===== src/rtl/rv_pkg.sv =====
// rtl/rv_pkg.sv - shared RV64 core widths, register address type and write-port record
// Shared by the register-file write scheduler and its busy-bit scoreboard.
package rv_pkg;

  localparam int XLEN   = 64;
  localparam int REG_AW = 5;
  localparam int NREG   = 32;

  typedef logic [REG_AW-1:0] reg_addr_t;
  typedef logic [XLEN-1:0]   xdata_t;

  // One register-file write-port request.
  typedef struct packed {
    logic      we;
    reg_addr_t wa;
    xdata_t    wd;
  } rf_wr_t;

  // Decoded one-hot select with x0 masked off, since x0 is never tracked.
  function automatic logic [NREG-1:0] reg_onehot(input reg_addr_t a);
    logic [NREG-1:0] oh;
    oh = NREG'(1) << a;
    oh[0] = 1'b0;
    return oh;
  endfunction

endpackage


===== src/rtl/regwrite_busy_vec.sv =====
// rtl/regwrite_busy_vec.sv - per-register busy bits with set/clear and read-before-write lookups
// All lookups see the value from before this cycle's set/clear; x0 always reads as not busy.
module regwrite_busy_vec
  import rv_pkg::*;
(
  input  logic                clk,
  input  logic                rst,
  input  logic                set_en,
  input  logic [REG_AW-1:0]   set_addr,
  input  logic                clr_en,
  input  logic [REG_AW-1:0]   clr_addr,
  input  logic [REG_AW-1:0]   rs1_addr,
  input  logic [REG_AW-1:0]   rs2_addr,
  input  logic [REG_AW-1:0]   waw_addr,
  output logic                rs1_busy,
  output logic                rs2_busy,
  output logic                waw_busy,
  output logic                clr_busy
);

  logic [NREG-1:0] busy;
  logic [NREG-1:0] set_mask;
  logic [NREG-1:0] clr_mask;

  always_comb begin
    set_mask = '0;
    clr_mask = '0;
    if (set_en) set_mask = reg_onehot(set_addr);
    if (clr_en) clr_mask = reg_onehot(clr_addr);
  end

  always_ff @(posedge clk) begin
    if (rst) begin
      busy <= '0;
    end else begin
      busy <= (busy & ~clr_mask) | set_mask;
    end
  end

  assign rs1_busy = (rs1_addr != '0) & busy[rs1_addr];
  assign rs2_busy = (rs2_addr != '0) & busy[rs2_addr];
  assign waw_busy = (waw_addr != '0) & busy[waw_addr];
  assign clr_busy = (clr_addr != '0) & busy[clr_addr];

endmodule


===== src/rtl/regwrite_scheduler.sv =====
// rtl/regwrite_scheduler.sv - register-file write-port arbiter and long-latency scoreboard
// ALU writeback always owns the port; long-latency results wait on ll_ready and clear busy bits.
module regwrite_scheduler
  import rv_pkg::*;
#(
  parameter int MAX_OUT      = 4,
  parameter int STARVE_LIMIT = 8
) (
  input  logic              clk,
  input  logic              rst,
  input  logic              iss_valid,
  input  logic [REG_AW-1:0] iss_rs1,
  input  logic [REG_AW-1:0] iss_rs2,
  input  logic              iss_rs1_used,
  input  logic              iss_rs2_used,
  input  logic [REG_AW-1:0] iss_rd,
  input  logic              iss_rd_we,
  input  logic              iss_long,
  output logic              iss_stall,
  input  logic              alu_wb_valid,
  input  logic [REG_AW-1:0] alu_wb_addr,
  input  logic [XLEN-1:0]   alu_wb_data,
  input  logic              ll_valid,
  input  logic [REG_AW-1:0] ll_addr,
  input  logic [XLEN-1:0]   ll_data,
  output logic              ll_ready,
  output logic              rf_we,
  output logic [REG_AW-1:0] rf_wa,
  output logic [XLEN-1:0]   rf_wd,
  output logic              ll_err
);

  localparam int CW = $clog2(MAX_OUT + 1);
  localparam int SW = $clog2(STARVE_LIMIT + 1);
  localparam logic [CW-1:0] OUT_FULL   = CW'(MAX_OUT);
  localparam logic [SW-1:0] STARVE_MAX = SW'(STARVE_LIMIT);

  logic [CW-1:0] out_cnt;
  logic [SW-1:0] starve_cnt;
  logic          err_q;

  logic rs1_busy, rs2_busy, rd_busy, ll_busy;
  logic hazard, iss_fire, ll_fire, set_en, cnt_inc, cnt_dec, ll_bad;
  rf_wr_t wr;

  regwrite_busy_vec u_busy (
    .clk      (clk),
    .rst      (rst),
    .set_en   (set_en),
    .set_addr (iss_rd),
    .clr_en   (ll_fire),
    .clr_addr (ll_addr),
    .rs1_addr (iss_rs1),
    .rs2_addr (iss_rs2),
    .waw_addr (iss_rd),
    .rs1_busy (rs1_busy),
    .rs2_busy (rs2_busy),
    .waw_busy (rd_busy),
    .clr_busy (ll_busy)
  );

  always_comb begin
    hazard = (iss_rs1_used & rs1_busy)
           | (iss_rs2_used & rs2_busy)
           | (iss_rd_we & rd_busy)
           | (iss_long & (out_cnt == OUT_FULL))
           | (starve_cnt == STARVE_MAX);
  end

  assign iss_stall = iss_valid & (rst | hazard);
  assign iss_fire  = iss_valid & ~iss_stall;
  assign ll_ready  = ~rst & ~alu_wb_valid;
  assign ll_fire   = ll_valid & ll_ready;

  // out_cnt tracks every expected ll return, including ones whose result is dropped.
  assign set_en  = iss_fire & iss_long & iss_rd_we & (iss_rd != '0);
  assign cnt_inc = iss_fire & iss_long;
  assign cnt_dec = ll_fire & (out_cnt != '0);
  assign ll_bad  = ll_fire & (((ll_addr != '0) & ~ll_busy) | (out_cnt == '0));

  always_comb begin
    wr = '0;
    if (!rst) begin
      if (alu_wb_valid) begin
        wr.we = (alu_wb_addr != '0);
        wr.wa = alu_wb_addr;
        wr.wd = alu_wb_data;
      end else if (ll_valid) begin
        wr.we = (ll_addr != '0);
        wr.wa = ll_addr;
        wr.wd = ll_data;
      end
    end
  end

  assign rf_we = wr.we;
  assign rf_wa = wr.wa;
  assign rf_wd = wr.wd;

  always_ff @(posedge clk) begin
    if (rst) begin
      out_cnt    <= '0;
      starve_cnt <= '0;
      err_q      <= 1'b0;
    end else begin
      case ({cnt_inc, cnt_dec})
        2'b10:   out_cnt <= out_cnt + 1'b1;
        2'b01:   out_cnt <= out_cnt - 1'b1;
        default: out_cnt <= out_cnt;
      endcase

      // A pending result that keeps losing to ALU writeback eventually forces a bubble.
      if (ll_fire || !ll_valid) begin
        starve_cnt <= '0;
      end else if (alu_wb_valid && (starve_cnt != STARVE_MAX)) begin
        starve_cnt <= starve_cnt + 1'b1;
      end

      err_q <= err_q | ll_bad;
    end
  end

  assign ll_err = err_q;

endmodule

===== config.mk =====
export PLATFORM = sky130hd
export DESIGN_NAME = regwrite_scheduler
export DESIGN_NICKNAME = d
export VERILOG_FILES = /design/src/rtl/rv_pkg.sv /design/src/rtl/regwrite_busy_vec.sv /design/src/rtl/regwrite_scheduler.sv
export SDC_FILE = /design/constraint.sdc
export NUM_CORES = 1
export LEC_CHECK = 0
export CAP_MARGIN = 10
export CELL_PAD_IN_SITES_DETAIL_PLACEMENT = 1
export CELL_PAD_IN_SITES_GLOBAL_PLACEMENT = 1
export CORE_MARGIN = 2
export CORE_UTILIZATION = 28
export DETAILED_ROUTE_END_ITERATION = 6
export GPL_TIMING_DRIVEN = 1
export HOLD_SLACK_MARGIN = 0.1
export PLACE_DENSITY_LB_ADDON = 0.1
export SLEW_MARGIN = 15
export SYNTH_ARGS = -nofsm -noshare
export SYNTH_HDL_FRONTEND = slang
export SYNTH_HIERARCHICAL = 1
export SYNTH_SLANG_ARGS = --single-unit

===== constraint.sdc =====
create_clock -name clk -period 7.1 [get_ports clk]
set_clock_uncertainty 0.05 [all_clocks]
set_input_delay 1.775 -clock clk [delete_from_list [all_inputs] [get_ports clk]]
set_output_delay 1.775 -clock clk [all_outputs]
set_load 0.005 [all_outputs]

# Word level (Yosys, flattened, before mapping)
# Index checks and enable logic that the tools add are counted.
[totals]
output_inout_bits = 73
ff_bits = 40
in_bits = 162
[op_classes]
add_sub_neg = 3
eq_ne = 5
n_bitwise = 32
muxes = 14
n_lt_le_gt_ge = 4
reduce_logical = 12
shift = 2
[op_table]
columns = ["cell", "count"]
rows = [
  ["2-to-1 mux 70 bit", 3],
  ["2-to-1 mux 32 bit", 2],
  ["<< shifter 1 x 5 -> 32 bit (first input constant)", 2],
  ["bitwise AND 32 bit", 1],
  ["inverter 32 bit", 1],
  ["bitwise OR 32 bit", 1],
  ["nonzero test 5 bit", 5],
  ["< comparator 5 x 6 -> 1 bit (second input constant)", 4],
  ["binary-select mux 1 bit (select 5 bit)", 4],
  ["bitwise AND 1 bit", 18],
  ["bitwise OR 1 bit", 7],
  ["case mux 3 bit (2 select lines)", 1],
  ["adder 4 x 1 -> 4 bit (second input constant)", 1],
  ["equality test 4 bit (second input constant)", 1],
  ["2-to-1 mux 1 bit", 4],
  ["!= test 4 bit (second input constant)", 1],
  ["inverter 1 bit", 4],
  ["adder 3 x 1 -> 3 bit (second input constant)", 1],
  ["equality test 3 bit (second input constant)", 1],
  ["zero test 3 bit", 1],
  ["nonzero test 3 bit", 1],
  ["subtractor 3 x 1 -> 3 bit (second input constant)", 1],
  ["equality test 2 x 1 -> 1 bit (second input constant)", 1],
  ["equality test 2 bit (second input constant)", 1],
  ["5 further kinds", 5],
]

# Longest topological paths before layout
[depth]
depth_word = 17
ltp_mapped = 14
mapped_depth_nobuf = 13

# Cells and area by module
# The synthesis kept the hierarchy.
[modules_own_cells]
columns = ["mod", "cells_each", "seq_area_each_um2", "n_inst", "area_per_inst_um2"]
rows = [
  ["regwrite_busy_vec", 316, 620.6, 1, 2556.2],
  ["regwrite_scheduler", 148, 160.2, 1, 1248.7],
]

# Worst setup path after synthesis
# Ideal clock, no wire load.
[synth_path]
kind = "in2out"
from = "input port iss_rs1[3]"
to = "output port iss_stall"
path_buffers = 1
required_time_ps = 5275
slack_ps = 1988
t_arrival_ps = 3287
path_stages = 8
path_cell_list = "clkbuf_1 > mux2_1 > a32oi_1 > a311oi_1 > a221o_1 > a22oi_1 > nand4_1 > and2_1"
[synth_between]
elab_chain_cells = 10
word_cells_on_any_way = 11
classes_between = "2 x mux; 8 x bitwise; 1 x reduce/logical"
[synth_lines]
columns = ["item", "line", "text"]
rows = [
  ["start: declaration", "regwrite_scheduler.sv:12", "input logic [REG_AW-1:0] iss_rs1,"],
  ["binary-select mux 1 bit (select 5 bit)", "regwrite_busy_vec.sv:40", "assign rs1_busy = (rs1_addr != '0) & busy[rs1_addr];"],
  ["2-to-1 mux 1 bit (not written as such)", "regwrite_busy_vec.sv:40", ""],
  ["bitwise AND 1 bit *", "regwrite_busy_vec.sv:40", ""],
  ["net rs1_busy", "regwrite_scheduler.sv:42", "logic rs1_busy, rs2_busy, rd_busy, ll_busy;"],
  ["bitwise AND 1 bit *", "regwrite_scheduler.sv:63", "hazard = (iss_rs1_used & rs1_busy)"],
  ["bitwise OR 1 bit *", "regwrite_scheduler.sv:64", "| (iss_rs2_used & rs2_busy)"],
  ["bitwise OR 1 bit *", "regwrite_scheduler.sv:65", "| (iss_rd_we & rd_busy)"],
  ["bitwise OR 1 bit *", "regwrite_scheduler.sv:66", "| (iss_long & (out_cnt == OUT_FULL))"],
  ["bitwise OR 1 bit *", "regwrite_scheduler.sv:67", "| (starve_cnt == STARVE_MAX);"],
  ["bitwise OR 1 bit *", "regwrite_scheduler.sv:70", "assign iss_stall = iss_valid & (rst | hazard);"],
  ["bitwise AND 1 bit *", "regwrite_scheduler.sv:70", ""],
  ["end: declaration", "regwrite_scheduler.sv:19", "output logic iss_stall,"],
]
# The timed path passes the listed nets; every way through them passes the cells marked *. The select of a mux whose other input is x is not followed.

# Final worst setup path
[layout_path]
from = "input port iss_rs2[1]"
to = "output port iss_stall"
[layout_between]
elab_chain_cells = 10
word_cells_on_any_way = 11
classes_between = "2 x mux; 8 x bitwise; 1 x reduce/logical"
[layout_lines]
columns = ["item", "line", "text"]
rows = [
  ["start: declaration", "regwrite_scheduler.sv:13", "input logic [REG_AW-1:0] iss_rs2,"],
  ["binary-select mux 1 bit (select 5 bit)", "regwrite_busy_vec.sv:41", "assign rs2_busy = (rs2_addr != '0) & busy[rs2_addr];"],
  ["2-to-1 mux 1 bit (not written as such)", "regwrite_busy_vec.sv:41", ""],
  ["bitwise AND 1 bit *", "regwrite_busy_vec.sv:41", ""],
  ["net rs2_busy", "regwrite_scheduler.sv:42", ""],
  ["bitwise AND 1 bit *", "regwrite_scheduler.sv:64", ""],
  ["bitwise OR 1 bit *", "regwrite_scheduler.sv:64", ""],
  ["bitwise OR 1 bit *", "regwrite_scheduler.sv:65", ""],
  ["bitwise OR 1 bit *", "regwrite_scheduler.sv:66", ""],
  ["bitwise OR 1 bit *", "regwrite_scheduler.sv:67", ""],
  ["bitwise OR 1 bit *", "regwrite_scheduler.sv:70", ""],
  ["bitwise AND 1 bit *", "regwrite_scheduler.sv:70", ""],
]
# Marked as above.

==> flow_summary.ini <==
[status]
status = finished clean

[job]
drv_cap = 0

[global_routing]
grt_pass1_wl_um = 29100
grt_pass1_vias = 5028
grt_start_max_net_pins = 81
grt_util_all_layers_pct = 26.0
overflow = 0
antenna_found_initial = 0

[detailed_routing]
routed_wl_um = 19800
drc = 0
antenna_left = 0
dr.pass1.iters = 5
vias = 4765
drtIter0Drc = 296
post_drt_wl_per_cell_um = 23.1
via_per_inst = 5.58

[yosys]
ys_types = 52
synthTopCellsByCount = a22o_1 (69), nand2_1 (48), dfxtp_1 (39)
seq_area_frac_synth_pct = 20.5
synthArstFlopShare_pct = 0
yosys-top-cells-area = dfxtp_1 (21%), a22o_1 (16%), mux2i_1 (8.7%)
synth.most_common_cell = a22o_1
yosys.area.top_type = dfxtp_1
synthCells = 464
synth-edff-count = 0
synth_top_area_share_pct = 20.5
ys_ff_latch = 39
syn_nets = 630
syn_area_mm2 = 0.00380
yosys_warnings = 6
synth_flop_cell = dfxtp_1
avgSynthCellArea_um2 = 8.20

[power]
powerDensity_mw_per_mm2 = 118
ir_drop_v = 0.0000832
p_leak_nw = 2.36

[sta]
period_share_pct = 92.7
timing.setup.tns_ns = 0
worst_slew_pin_slew_ns = 1.05
slew_viol_final = 0
slew_headroom_pct = 29.7
setup_ws_ns = 0.516
worst_hold_slack_ns = 0.466
timing.fmax_mhz = 152
fin_crit_ns = 6.58
finalSetupViolCount = 0
rsz0062_at_grt = false
finalHoldViolCount = 0

[floorplanning]
die_y_um = 121
core_mm2 = 0.0132
die_w_um = 121
die-area_mm2 = 0.0145
rows = 42
ioPinCount = 235
initial_utilization_pct = 28.7

[finish]
drive_above_1_share_pct = 5.75
syn_to_final_growth_pct = 67.8
diodes = 0
fin_nets = 843

[hold_path]
hp-class = reg -> reg

[placement]
hpwl_um = 15500
routabilityCongestion = 0.906
pre_cts_ws_ns = 0.548
io_buffers = 234

[cts]
cts-buffers-inserted = 5
cts_hold_buffers = 0
clkLatencyLatePin_ns = 0.29
clock-sinks = 39
clk_path_buf_depth = 2
clk_pin_slew_worst_paths_ns = 0.06
postCtsSetupBuffers = 0
post_cts_resized = 0
cts.htree.levels = 2
cts_tree = yes
root_buffer = clkbuf_16

[critical_path]
path_max_fanout = 12
start_kind = input port
crit_type = in -> out
cp.arrival_ns = 4.76
required_ns = 5.28
worstSetupEndpointType = primary output
## path summary, 6_finish.rpt
kind | slack, ns | startpoint | endpoint | cells past startpoint
setup / recovery | 0.52 | iss_rs2[1] | iss_stall | 9
hold / removal | 0.47 | out_cnt[2] | out_cnt[2] | 2
setup reg to reg | 3.17 | u_busy/busy[16] | u_busy/busy[1] | 10
hold reg to reg | 0.47 | out_cnt[2] | out_cnt[2] | 2
## worst max-delay path: stages
cell,delay (ns)
clkdlybuf4s50_1,0.82
mux2_1,0.37
o311ai_0,0.38
a221oi_1,0.11
a221o_1,0.34
a21oi_1,0.14
nand4_1,0.18
and2_1,0.21
clkdlybuf4s50_1,0.43
## where the power goes
group	leakage [nW]	internal (mW)	switching (mW)
sequential	0.315	0.221	0.00217
combinational	1.96	0.162	0.101
clock	0.0844	0.168	0.0982
total	2.36	0.550	0.202
## per-stage QoR
stage	utilization (%)	std cells	area (um^2)	power [mW]
floorplan	-	464	3800	0.320
global placement	46.9	846	6210	0.485
detailed placement	46.9	846	6210	0.490
CTS	48.2	854	6380	0.756
global route	48.2	854	6380	0.785
finish	48.2	854	6380	0.752
## per-layer routing
| metal | part of all wire, % | vias up | track usage, % |
|---|---|---|---|
| met5 | 0 | - | 0 |
| met4 | 3.6 | 0 | 9.67 |
| met3 | 10 | 54 | 9.25 |
| met2 | 46 | 237 | 42.1 |
| met1 | 40 | 2252 | 31.8 |
| li1 | - | 2222 | - |
## flip-flops by register name, indices dropped and copies added, names as in the netlist
register / flops
u_busy/busy: 31
ll_err: 1
starve_cnt: 4
out_cnt: 3
## layout by cell type, fill, tap and decap left out, types with 9 or more instances in the layout
master / n
a21oi_1: 36
a22o_1: 69
clkdlybuf4s50_1: 234
dfxtp_1: 39
inv_1: 14
mux2_1: 9
mux2i_1: 33
nand2_1: 48
nand3_1: 17
nor2_1: 15
o21ai_0: 28
## layout make-up
cell class                 count  area (um^2)
fill                        1567         6860
multi-input combinational    373         2730
timing repair buffer         243         2420
sequential                    39          781
tap                          176          220
clock buffer                   5          125
inverter                      15         58.8
clock inverter                 3         47.5
## cells by family (layout without fill, tap and decap cells)
kind of cell / Yosys count / in the layout / synth area share (%)
simple gates: 137 / 137 / 18.3
compound gates: 173 / 173 / 33.2
flops: 39 / 39 / 20.5
buf+inv: 52 / 266 / 7.96
xor+xnor: 4 / 4 / 0.921
mux: 55 / 55 / 17.6
fa+ha+maj: 4 / 4 / 1.51
(Power assumes the default switching activity.)
